**src/rtl/input_conditioner.sv**
```systemverilog
// Two-flop synchronizer plus per-bit counter debouncer for the KEY and SW pins.
// Emits clean levels and single-cycle key press/release and switch-change pulses.
module input_conditioner #(
    parameter int N_KEY           = 2,
    parameter int N_SW            = 8,
    parameter int DEBOUNCE_CYCLES = 500000,
    parameter int CNT_W           = $clog2(DEBOUNCE_CYCLES)
) (
    input  logic             clk_clk,
    input  logic             reset_reset_n,
    input  logic [N_KEY-1:0] key_raw,
    input  logic [N_SW-1:0]  sw_raw,
    output logic [N_KEY-1:0] key_db,
    output logic [N_SW-1:0]  sw_db,
    output logic [N_KEY-1:0] key_press,
    output logic [N_KEY-1:0] key_release,
    output logic             sw_change
);

    // Keys and switches share one bit vector: keys in the upper bits, switches below.
    localparam int N_ALL = N_KEY + N_SW;
    localparam logic [N_ALL-1:0] RST_VAL  = {{N_KEY{1'b1}}, {N_SW{1'b0}}};
    localparam logic [CNT_W-1:0] CNT_LAST = CNT_W'(DEBOUNCE_CYCLES - 1);

    logic [N_ALL-1:0]            s1_q, s1_d;
    logic [N_ALL-1:0]            s2_q, s2_d;
    logic [N_ALL-1:0]            db_q, db_d;
    logic [N_ALL-1:0][CNT_W-1:0] cnt_q, cnt_d;
    logic [N_KEY-1:0]            key_press_q, key_press_d;
    logic [N_KEY-1:0]            key_release_q, key_release_d;
    logic                        sw_change_q, sw_change_d;

    always_comb begin
        s1_d  = {key_raw, sw_raw};
        s2_d  = s1_q;
        db_d  = db_q;
        cnt_d = cnt_q;
        // Any cycle where the synchronized input matches the accepted level restarts the count.
        for (int i = 0; i < N_ALL; i++) begin
            if (s2_q[i] == db_q[i]) begin
                cnt_d[i] = '0;
            end else if (cnt_q[i] == CNT_LAST) begin
                db_d[i]  = s2_q[i];
                cnt_d[i] = '0;
            end else begin
                cnt_d[i] = cnt_q[i] + CNT_W'(1);
            end
        end
        key_press_d   =  db_q[N_ALL-1:N_SW] & ~db_d[N_ALL-1:N_SW];
        key_release_d = ~db_q[N_ALL-1:N_SW] &  db_d[N_ALL-1:N_SW];
        sw_change_d   = |(db_q[N_SW-1:0] ^ db_d[N_SW-1:0]);
    end

    always_ff @(posedge clk_clk or negedge reset_reset_n) begin
        if (!reset_reset_n) begin
            s1_q          <= RST_VAL;
            s2_q          <= RST_VAL;
            db_q          <= RST_VAL;
            cnt_q         <= '0;
            key_press_q   <= '0;
            key_release_q <= '0;
            sw_change_q   <= 1'b0;
        end else begin
            s1_q          <= s1_d;
            s2_q          <= s2_d;
            db_q          <= db_d;
            cnt_q         <= cnt_d;
            key_press_q   <= key_press_d;
            key_release_q <= key_release_d;
            sw_change_q   <= sw_change_d;
        end
    end

    assign key_db      = db_q[N_ALL-1:N_SW];
    assign sw_db       = db_q[N_SW-1:0];
    assign key_press   = key_press_q;
    assign key_release = key_release_q;
    assign sw_change   = sw_change_q;

endmodule

```
**config.mk**
```make
export PLATFORM = sky130hd
export DESIGN_NAME = input_conditioner
export DESIGN_NICKNAME = d
export VERILOG_FILES = /design/src/rtl/input_conditioner.sv
export SDC_FILE = /design/constraint.sdc
export NUM_CORES = 1
export LEC_CHECK = 0
export ABC_AREA = 1
export BUFFER_PORTS_ARGS = -buffer_cell sky130_fd_sc_hd__clkbuf_2
export CAP_MARGIN = 40
export CORE_MARGIN = 2
export CORE_UTILIZATION = 30
export CTS_BUF_LIST = sky130_fd_sc_hd__clkbuf_16
export DETAILED_ROUTE_END_ITERATION = 6
export GPL_ROUTABILITY_DRIVEN = 0
export GPL_TIMING_DRIVEN = 0
export PLACE_DENSITY_LB_ADDON = 0.2
export SYNTH_ARGS = -nofsm -noshare
export SYNTH_HDL_FRONTEND = slang
export SYNTH_SLANG_ARGS = --single-unit
```
**constraint.sdc**
```tcl
create_clock -name clk_clk -period 1.9 [get_ports clk_clk]
set_clock_uncertainty 0.2 [all_clocks]
set_input_delay 0.285 -clock clk_clk [delete_from_list [all_inputs] [get_ports clk_clk]]
set_output_delay 0.285 -clock clk_clk [all_outputs]
set_load 0.005 [all_outputs]
```
==> results.py, run 1 <==
metrics = {
    "status": {
        "outcome": "complete, no violations",
    },
    "logic_synthesis": {
        "ys_seq_elements": 225,
        "avgSynthCellArea_um2": 8.12,
        "async_reset_ff_frac": 1.00,
        "synth_warnings": 0,
        "synth_area_leader_cell": "dfrtp_1",
        "synth-edff-count": 0,
        "synth_top_area_share": 0.468,
        "synthDistinctLibCells": 36,
        "syn-num-nets": 1463,
        "yosysSeqAreaShare": 0.482,
        "synth_ff_type": "dfrtp_1",
        "syn-instance-count": 1441,
        "synthesis.area_um2": 11700,
        "synthTopCellsByArea": "dfrtp_1, nor2_1, nand2_1",
    },
    "sta": {
        "setup_viol": 0,
        "fin_ws_ns": 0.172,
        "max_freq_mhz": 579,
        "rsz0062_at_grt": "no",
        "relSlewSlack": 0.580,
        "hold_viol_final": 0,
        "final_max_slew_viol_count": 0,
        "worstMarginPinSlew_ns": 0.629,
        "fin_crit_ns": 1.73,
        "fin_crit_sh": 0.910,
    },
    "route": {
        "drc": 0,
        "vias_per_cell": 4.40,
        "first_pass_iters": 5,
        "via_count": 9053,
        "drt_iter0_drc": 388,
        "drt-total-wl_um": 24500,
        "ant_nets": 0,
        "avgRoutedWirePerCell_um": 11.9,
    },
    "global_route": {
        "overflow": 0,
        "grt_antenna_before_repair": 0,
        "grt_max_degree": 101,
        "grt_use_total": 0.125,
        "grt_pass1_vias": 8807,
        "grt_pass1_wl_um": 42900,
    },
    "run": {
        "cap_viol_max_count": 0,
    },
    "power_and_ir_drop": {
        "p_int_mw": 8.05,
        "seq_power_share": 0.473,
        "power.switching_mw": 2.37,
        "leakage_nw": 5.85,
        "ir_drop_mv": 0.605,
        "p_comb_frac": 0.035,
        "switching_share": 0.227,
        "p_per_area_nw_per_um2": 761,
        "clkPwrFrac": 0.493,
    },
    "die": {
        "coreArea_um2": 38600,
        "die_h_um": 202,
        "ios": 27,
        "start_util": 0.304,
        "die_w_um": 202,
        "dieArea_um2": 40600,
        "rows": 72,
    },
    "place": {
        "placed_cells": 1987,
        "port_buffers": 26,
        "pre_cts_ws_ns": 0.0162,
        "dp_hpwl_um": 17000,
    },
    "critical_path": {
        "slowest_stage": "dfrtp_1",
        "endpoint": "cnt_q[54]",
        "r2r-start": "cnt_q[38]",
        "path_buf_inv": 0,
        "critical_path.cell_chain": "ha_1 -> nand3_2 -> nor2_2 -> nand3_1 -> nor2_1 -> xor2_1 -> nor2_1",
        "crit_type": "reg -> reg",
        "path_depth": 7,
        "critPathRequiredTime_ns": 2.14,
        "critical_path.max_stage_delay_ns": 0.37,
        "r2r_cells": 7,
        "cp_common_cell": "nor2_1",
        "worstPathMaxFanout": 4,
        "reg2reg_to": "cnt_q[54]",
        "critPathLaunch": "cnt_q[38]",
        "r2r_slack_ns": 0.17,
        "cp-start-kind": "register",
        "crit_family": "simple AND/OR/NAND/NOR gates",
        "crit_arrival_ns": 1.97,
        "end_kind": "register",
    },
    "cts": {
        "clk_latency_ns": 0.55,
        "clk_path_buf_depth": 3,
        "cts.root.buffer_cell": "clkbuf_16",
        "clkTransAtPathRegs_ns": 0.06,
        "cts_inserted_buffers": 28,
        "cts.htree.levels": 1,
        "cts_tree": "built",
        "clock_sinks": 225,
    },
    "final_layout": {
        "layout.nets": 1542,
        "layout-drive-gt1-share": 0.123,
        "synthToLayoutAreaGrowth_pct": 17.0,
        "antenna_cells": 0,
        "stdcell_count": 2059,
    },
    "min_path": {
        "min-delay-path-class": "reg -> reg",
    },
}
layer usage:
layer | up-vias | routed length [um] | track usage | part of all wire
li1 | 4729 | - | - | -
met4 | 0 | 589 | 0.0326 | 0.024
met5 | - | 0 | 0 | 0
met2 | 93 | 10900 | 0.198 | 0.44
met3 | 34 | 696 | 0.0209 | 0.028
met1 | 4197 | 12300 | 0.177 | 0.50
worst register-to-register path, cell delays in order, from the launching register on:
cell and delay (ns):
dfrtp_1 0.37, ha_1 0.22, nand3_2 0.14, nor2_2 0.19, nand3_1 0.16, nor2_1 0.15
xor2_1 0.15, nor2_1 0.05
flip-flops by register name, indices dropped and copies added (netlist names):
name and cells:
s1_q 10, key_release 2, key_press 2, cnt_q 190
s2_q 10, sw_change 1, db_q 10
power groups by stage:
stage / Sequential (mW) / Clock, mW / Combinational, mW
after floorplan: 5.00 / 0 / 0.154
after global routing: 4.93 / 5.58 / 0.423
after detailed placement: 5.01 / 0 / 0.333
after global placement: 5.01 / 0 / 0.315
after CTS: 4.92 / 5.35 / 0.361
final: 4.92 / 5.13 / 0.361
cell type report:
| class | instances | area [um^2] |
|---|---|---|
| plain buffers | 4 | 21.3 |
| clock buffers | 28 | 701 |
| clock inverters | 23 | 184 |
| fillers | 4058 | 24900 |
| inverters | 182 | 684 |
| multi-input cells | 1030 | 5420 |
| flip-flops and latches | 225 | 5640 |
| well taps | 518 | 648 |
| repair buffers | 49 | 394 |
per-stage QoR:
stage	TNS (ns)	hold WS (ns)	total power [mW]	util	cell area [um^2]
6_report	0	0.146	10.4	0.355	13700
5_1_grt	0	0.149	10.9	0.355	13700
4_1_cts	0	0.136	10.6	0.352	13600
3_5_place_dp	0	0.0200	5.34	0.325	12500
3_3_place_gp	-1017.94	0.132	5.32	0.324	12500
2_1_floorplan	0	-0.211	5.15	-	11700
cells by family (layout without fill, tap and decap cells):
| kind of cell | after synthesis | count (layout) | synth area share |
|---|---|---|---|
| adders and majority gates | 10 | 10 | 0.0107 |
| xor gates and xnor gates | 102 | 102 | 0.0763 |
| DFF | 225 | 225 | 0.482 |
| buffers and inverters | 186 | 286 | 0.0603 |
| AOI/OAI and AO/OA | 48 | 48 | 0.0219 |
| and+or+nand+nor | 870 | 870 | 0.349 |
synthesized netlist by cell type (2+ instances only):
| cell type | n |
|---|---|
| a21oi_1 | 26 |
| a31oi_1 | 4 |
| and3_1 | 3 |
| buf_2 | 2 |
| clkinv_1 | 3 |
| dfrtp_1 | 219 |
| dfstp_2 | 6 |
| ha_1 | 10 |
| inv_1 | 165 |
| inv_2 | 13 |
| nand2_1 | 224 |
| nand2_2 | 25 |
| nand3_1 | 110 |
| nand3_2 | 13 |
| nand3b_1 | 7 |
| nand4_1 | 42 |
| nor2_1 | 328 |
| nor2_2 | 18 |
| nor2_4 | 16 |
| nor3_1 | 57 |
| nor3_2 | 10 |
| nor3_4 | 4 |
| nor3b_1 | 9 |
| nor4_1 | 2 |
| o21a_1 | 2 |
| o21ai_0 | 8 |
| o21ai_1 | 6 |
| xnor2_1 | 20 |
| xor2_1 | 82 |
how the worst min path moves through the flow:
stage / cells past startpoint / end / start / slack [ns]
after global placement: 0 / s2_q[1] / s1_q[1] / 0.13
after CTS: 2 / s1_q[6] / sw_raw[6] / 0.14
after detailed placement: 1 / s2_q[2] / reset_reset_n / 0.02
final: 0 / s2_q[0] / s1_q[0] / 0.15
after floorplan: 0 / cnt_q[0] / reset_reset_n / -0.21
after global routing: 2 / s1_q[9] / key_raw[1] / 0.15
placed cells by master (no fill, tap or decap), types with 2 or more instances in the layout:
| cell | netlist | routed |
|---|---|---|
| nor2_1 | 328 | 328 |
| nand2_1 | 224 | 221 |
| dfrtp_1 | 219 | 219 |
| inv_1 | 165 | 170 |
| nand3_1 | 110 | 109 |
| xor2_1 | 82 | 81 |
| nor3_1 | 57 | 57 |
| nand4_1 | 42 | 42 |
| clkbuf_16 | 0 | 28 |
| a21oi_1 | 26 | 26 |
| clkbuf_2 | 0 | 25 |
| nand2_2 | 25 | 21 |
| xnor2_1 | 20 | 20 |
| nor2_2 | 18 | 18 |
| nor2_4 | 16 | 16 |
| nand3_2 | 13 | 14 |
| clkinv_1 | 3 | 14 |
| inv_2 | 13 | 13 |
| dlygate4sd3_1 | 0 | 12 |
| nor3_2 | 10 | 9 |
| nor3b_1 | 9 | 9 |
| buf_4 | 1 | 9 |
| ha_1 | 10 | 9 |
| nand2_4 | 1 | 8 |
| o21ai_0 | 8 | 8 |
| nand3b_1 | 7 | 7 |
| o21ai_1 | 6 | 6 |
| dfstp_2 | 6 | 6 |
| nor3_4 | 4 | 5 |
| a31oi_1 | 4 | 4 |
| and3_1 | 3 | 3 |
| clkinv_2 | 1 | 3 |
| bufinv_16 | 0 | 3 |
| buf_2 | 2 | 2 |
| o21a_1 | 2 | 2 |
| nor4_1 | 2 | 2 |
| buf_16 | 0 | 2 |
what timing repair did:
item,CTS,global route
endpoints found under the setup margin,0,44
hold endpoints to repair,229,0
hold buffers,13,0
gates resized for setup,0,14
setup buffers,0,8
Note: power is estimated with default switching activity, not from simulation.
==> inputs of run 2 (changes only) <==
--- a/config.mk
+++ b/config.mk
@@ -13,7 +13,6 @@
 export CTS_BUF_LIST = sky130_fd_sc_hd__clkbuf_16
 export DETAILED_ROUTE_END_ITERATION = 6
 export GPL_ROUTABILITY_DRIVEN = 0
-export GPL_TIMING_DRIVEN = 0
 export PLACE_DENSITY_LB_ADDON = 0.2
 export SYNTH_ARGS = -nofsm -noshare
 export SYNTH_HDL_FRONTEND = slang
==> results.py, run 2 (synthesis results as in run 1) <==
metrics = {
    "status": {
        "outcome": "complete, no violations",
    },
    "critical_path": {
        "slowest_stage": "dfrtp_1",
        "critical_path.max_stage_delay_ns": 0.37,
        "cp-start-kind": "register",
        "r2r_slack_ns": 0.15,
        "cp_common_cell": "nand2_1",
        "critPathRequiredTime_ns": 2.14,
        "worstPathMaxFanout": 7,
        "crit_type": "reg -> reg",
        "end_kind": "register",
        "crit_arrival_ns": 1.98,
        "critical_path.cell_chain": "ha_1 -> nand3_2 -> nor3_2 -> nand2_1 -> nand2_4 -> inv_2 -> nand2_1 -> nor2_1",
    },
    "cts": {
        "clk_path_buf_depth": 3,
        "cts_tree": "built",
        "clock_sinks": 225,
        "cts.htree.levels": 1,
        "cts.root.buffer_cell": "clkbuf_16",
        "cts_inserted_buffers": 28,
        "clk_latency_ns": 0.55,
        "clkTransAtPathRegs_ns": 0.06,
    },
    "route": {
        "drt-total-wl_um": 24800,
        "vias_per_cell": 4.41,
        "via_count": 9089,
        "first_pass_iters": 6,
        "ant_nets": 0,
        "drt_iter0_drc": 351,
        "avgRoutedWirePerCell_um": 12.0,
        "drc": 0,
    },
    "power_and_ir_drop": {
        "leakage_nw": 5.84,
        "p_comb_frac": 0.034,
        "ir_drop_mv": 0.705,
        "clkPwrFrac": 0.500,
        "seq_power_share": 0.467,
        "switching_share": 0.227,
        "power.switching_mw": 2.40,
        "p_int_mw": 8.15,
        "p_per_area_nw_per_um2": 771,
    },
    "global_route": {
        "overflow": 0,
        "grt_pass1_vias": 9109,
        "grt_max_degree": 48,
        "grt_antenna_before_repair": 1,
        "grt_pass1_wl_um": 43900,
        "grt_use_total": 0.127,
    },
    "final_layout": {
        "synthToLayoutAreaGrowth_pct": 17.0,
        "regMostFlops": "cnt_q",
        "fill_cells": 4073,
        "largest_reg_flops": 190,
        "final_cell_mix": "nor2_1, nand2_1, dfrtp_1, inv_1, nand3_1",
        "design_area_um2": 13700,
        "layout.nets": 1543,
        "final_core_util": 0.355,
        "layout-drive-gt1-share": 0.125,
        "final_common_cell": "nor2_1",
    },
    "sta": {
        "max_freq_mhz": 572,
        "rsz0062_at_grt": "no",
        "setup_viol": 0,
        "fin_crit_ns": 1.75,
        "fin_setup_tns_ns": 0,
        "final_max_slew_viol_count": 0,
        "worstMarginPinSlew_ns": 0.418,
        "holdWs_ns": 0.0371,
        "fin_crit_sh": 0.921,
        "hold_viol_final": 0,
        "relSlewSlack": 0.721,
    },
    "die": {
        "die_h_um": 202,
        "dieArea_um2": 40600,
        "rows": 72,
        "coreArea_um2": 38600,
        "die_w_um": 202,
        "ios": 27,
        "start_util": 0.304,
    },
    "place": {
        "place_area_um2": 12600,
        "port_buffers": 26,
        "dp_hpwl_um": 18000,
    },
    "run": {
        "cap_viol_max_count": 0,
    },
    "min_path": {
        "min-delay-path-class": "in -> async",
    },
}
run 2: worst max-delay path, delay by kind of cell (launching register included):
kind	cells	cell delay (ns)
simple gates	6	0.78
flops	1	0.37
fa+ha+maj	1	0.20
buf+inv	1	0.07
run 2: worst paths after layout:
check | from | depth (start not counted) | end
worst max-delay path | cnt_q[133] | 8 | cnt_q[150]
max in group asynchronous | reset_reset_n | 3 | cnt_q[1]
worst min-delay path | reset_reset_n | 2 | cnt_q[50]
worst min register to register | s1_q[1] | 0 | s2_q[1]
worst max register to register | cnt_q[133] | 8 | cnt_q[150]
min in group clk_clk | s1_q[1] | 0 | s2_q[1]
run 2: area by class of cell:
type | count | area, um^2 | share of cell area
antenna | 1 | 2.50 | 0.000183
clock buffer | 29 | 726 | 0.0530
clock inverter | 22 | 189 | 0.0138
inverter | 182 | 684 | 0.0500
multi-input combinational | 1030 | 5370 | 0.393
sequential | 225 | 5640 | 0.412
tap | 518 | 648 | 0.0473
timing repair buffer | 54 | 428 | 0.0313
run 2: layer usage:
layer | part of all wire | vias to the layer above | global-route usage
met4 | 0.023 | 0 | 0.0344
met3 | 0.037 | 42 | 0.0215
met5 | 0 | - | 0
met2 | 0.44 | 137 | 0.205
li1 | - | 4745 | -
met1 | 0.50 | 4165 | 0.177
run 2: stage by stage:
stage | power [mW] | setup WS [ns] | instances
6_report | 10.6 | 0.151 | 2061
5_1_grt | 11.0 | 0.00257 | 2060
2_1_floorplan | 5.15 | 0.310 | 1441
4_1_cts | 10.8 | 0.114 | 2059
3_5_place_dp | 5.36 | 0.124 | 1997
3_3_place_gp | 5.36 | 0.185 | 1997
run 2: power by group through the flow:
stage / Combinational [mW] / Sequential (mW) / Clock [mW]
floorplan: 0.154 / 5.00 / 0
global placement: 0.352 / 5.01 / 0
detailed placement: 0.355 / 5.01 / 0
CTS: 0.375 / 4.92 / 5.49
global route: 0.425 / 4.93 / 5.68
finish: 0.358 / 4.92 / 5.27
run 2: repair_timing:
| action | 4_1_cts | 5_1_grt |
|---|---|---|
| resized for setup | 0 | 3 |
| setup buffers | 0 | 1 |
| hold endpoints to repair | 232 | 0 |
| endpoints found under the setup margin | 0 | 10 |
| hold buffers | 11 | 0 |
==> inputs of run 3 (changes only) <==
--- a/config.mk
+++ b/config.mk
@@ -8,8 +8,8 @@
 export ABC_AREA = 1
 export BUFFER_PORTS_ARGS = -buffer_cell sky130_fd_sc_hd__clkbuf_2
 export CAP_MARGIN = 40
-export CORE_MARGIN = 2
-export CORE_UTILIZATION = 30
+export CORE_MARGIN = 5
+export CORE_UTILIZATION = 35
 export CTS_BUF_LIST = sky130_fd_sc_hd__clkbuf_16
 export DETAILED_ROUTE_END_ITERATION = 6
 export GPL_ROUTABILITY_DRIVEN = 0
==> results.py, run 3 (synthesis results as in run 1) <==
metrics = {
    "route": {
        "drt_iter0_drc": 482,
        "first_pass_iters": 5,
        "vias_per_cell": 4.56,
        "ant_nets": 0,
        "drt-total-wl_um": 23700,
        "drc": 0,
        "avgRoutedWirePerCell_um": 11.9,
        "via_count": 9067,
    },
    "power_and_ir_drop": {
        "leakage_nw": 5.84,
        "p_per_area_nw_per_um2": 746,
        "power.switching_mw": 2.28,
        "p_comb_frac": 0.035,
        "switching_share": 0.226,
        "p_int_mw": 7.83,
        "clkPwrFrac": 0.478,
        "seq_power_share": 0.487,
        "ir_drop_mv": 0.614,
    },
    "global_route": {
        "grt_pass1_wl_um": 42000,
        "grt_max_degree": 48,
        "met3_usage": 0.0206,
        "grt.met2_usage": 0.221,
        "grt_pass1_vias": 8897,
        "overflow": 0,
        "grt_util_met1": 0.180,
        "busiest_layer": "met2",
        "grt_antenna_before_repair": 0,
        "grt_use_total": 0.132,
    },
    "critical_path": {
        "r2r-start": "cnt_q[171]",
        "end_kind": "register",
        "crit_type": "reg -> reg",
        "endpoint": "cnt_q[174]",
        "critPathLaunch": "cnt_q[171]",
        "cp-start-kind": "register",
        "critPathRequiredTime_ns": 2.12,
        "r2r_slack_ns": 0.18,
        "crit_arrival_ns": 1.94,
        "r2r_cells": 8,
        "reg2reg_to": "cnt_q[174]",
        "worstPathMaxFanout": 6,
    },
    "cts": {
        "clk_latency_ns": 0.54,
        "clock_sinks": 225,
        "clkTransAtPathRegs_ns": 0.06,
        "cts.htree.levels": 1,
        "clk_path_buf_depth": 3,
        "cts_tree": "built",
        "cts.root.buffer_cell": "clkbuf_16",
        "cts_inserted_buffers": 27,
    },
    "final_layout": {
        "antenna_cells": 0,
        "final_core_util": 0.407,
        "final_cell_mix": "nor2_1, nand2_1, dfrtp_1, inv_1, nand3_1",
        "layout.nets": 1544,
        "design_area_um2": 13600,
        "largest_reg_flops": 190,
        "layout-drive-gt1-share": 0.125,
        "final_common_cell": "nor2_1",
        "regMostFlops": "cnt_q",
        "synthToLayoutAreaGrowth_pct": 15.8,
    },
    "sta": {
        "worstMarginPinSlew_ns": 0.433,
        "fin_crit_ns": 1.72,
        "relSlewSlack": 0.710,
        "rsz0062_at_grt": "no",
        "max_freq_mhz": 580,
        "hold_viol_final": 0,
        "fin_crit_sh": 0.907,
        "setup_viol": 0,
        "final_max_slew_viol_count": 0,
        "fin_setup_tns_ns": 0,
    },
    "die": {
        "die_w_um": 193,
        "ios": 27,
        "coreArea_um2": 33300,
        "rows": 67,
        "die_h_um": 193,
        "start_util": 0.352,
        "dieArea_um2": 37200,
    },
    "min_path": {
        "min-delay-path-class": "in -> async",
    },
    "place": {
        "port_buffers": 26,
        "dp_hpwl_um": 17100,
        "place_area_um2": 12600,
    },
    "run": {
        "cap_viol_max_count": 0,
    },
    "status": {
        "outcome": "complete, no violations",
    },
}
run 3: cell count changes in the layout (fill, tap and decap cells not counted), moves of 2 or more:
cell	previous run	this run
clkinv_2	5	7
clkinv_1	11	7
clkbuf_16	29	27
inv_1	167	172
run 3: how the worst min path moves through the flow:
stage | end | depth (start not counted) | slack (ns) | startpoint
after global routing | cnt_q[180] | 2 | 0.09 | reset_reset_n
after floorplan | cnt_q[0] | 0 | -0.21 | reset_reset_n
after global placement | cnt_q[180] | 1 | 0.04 | reset_reset_n
after CTS | cnt_q[180] | 2 | 0.05 | reset_reset_n
after detailed placement | cnt_q[180] | 1 | 0.04 | reset_reset_n
final | cnt_q[180] | 2 | 0.05 | reset_reset_n
run 3: cell type report:
cell class | count | area, um^2
fillers | 3396 | 19700
flip-flops and latches | 225 | 5640
multi-input cells | 1030 | 5380
inverters | 182 | 684
clock buffers | 27 | 676
well taps | 448 | 561
repair buffers | 56 | 455
clock inverters | 22 | 156
run 3: layer usage:
metal / routed length, um / share of wire
met4: 535 / 0.023
met5: 0 / 0
met1: 11400 / 0.48
met2: 10900 / 0.46
met3: 854 / 0.036
run 3: worst max-delay path, stage by stage (launching register included):
cell     delay, ns
dfrtp_1       0.38
ha_1          0.18
nand2_1       0.11
nor2_4        0.17
inv_2         0.05
nor2_2        0.16
nand2_1       0.14
nand2_2       0.16
nor3_1        0.07
run 3: repair_timing:
action / 4_1_cts / 5_1_grt
setup endpoints to repair: 0 / 9
hold endpoints to repair: 229 / 0
gates resized for setup: 0 / 5
setup buffers: 0 / 3
hold buffers: 11 / 0
run 3: per-stage QoR:
stage / instances / power (mW) / hold WS, ns / setup slack (ns)
after CTS: 1987 / 10.4 / 0.0456 / 0.0658
final: 1990 / 10.1 / 0.0452 / 0.176
after detailed placement: 1927 / 5.36 / 0.0422 / 0.102
after global routing: 1990 / 10.6 / 0.0871 / 0.00522
after floorplan: 1441 / 5.15 / -0.211 / 0.310
after global placement: 1927 / 5.35 / 0.0391 / 0.146
run 3: power by group through the flow:
stage | clock, mW | sequential, mW | combinational, mW
2_1_floorplan | 0 | 5.00 | 0.154
3_3_place_gp | 0 | 5.01 | 0.345
3_5_place_dp | 0 | 5.01 | 0.351
4_1_cts | 5.06 | 4.92 | 0.369
5_1_grt | 5.24 | 4.93 | 0.423
6_report | 4.84 | 4.92 | 0.356
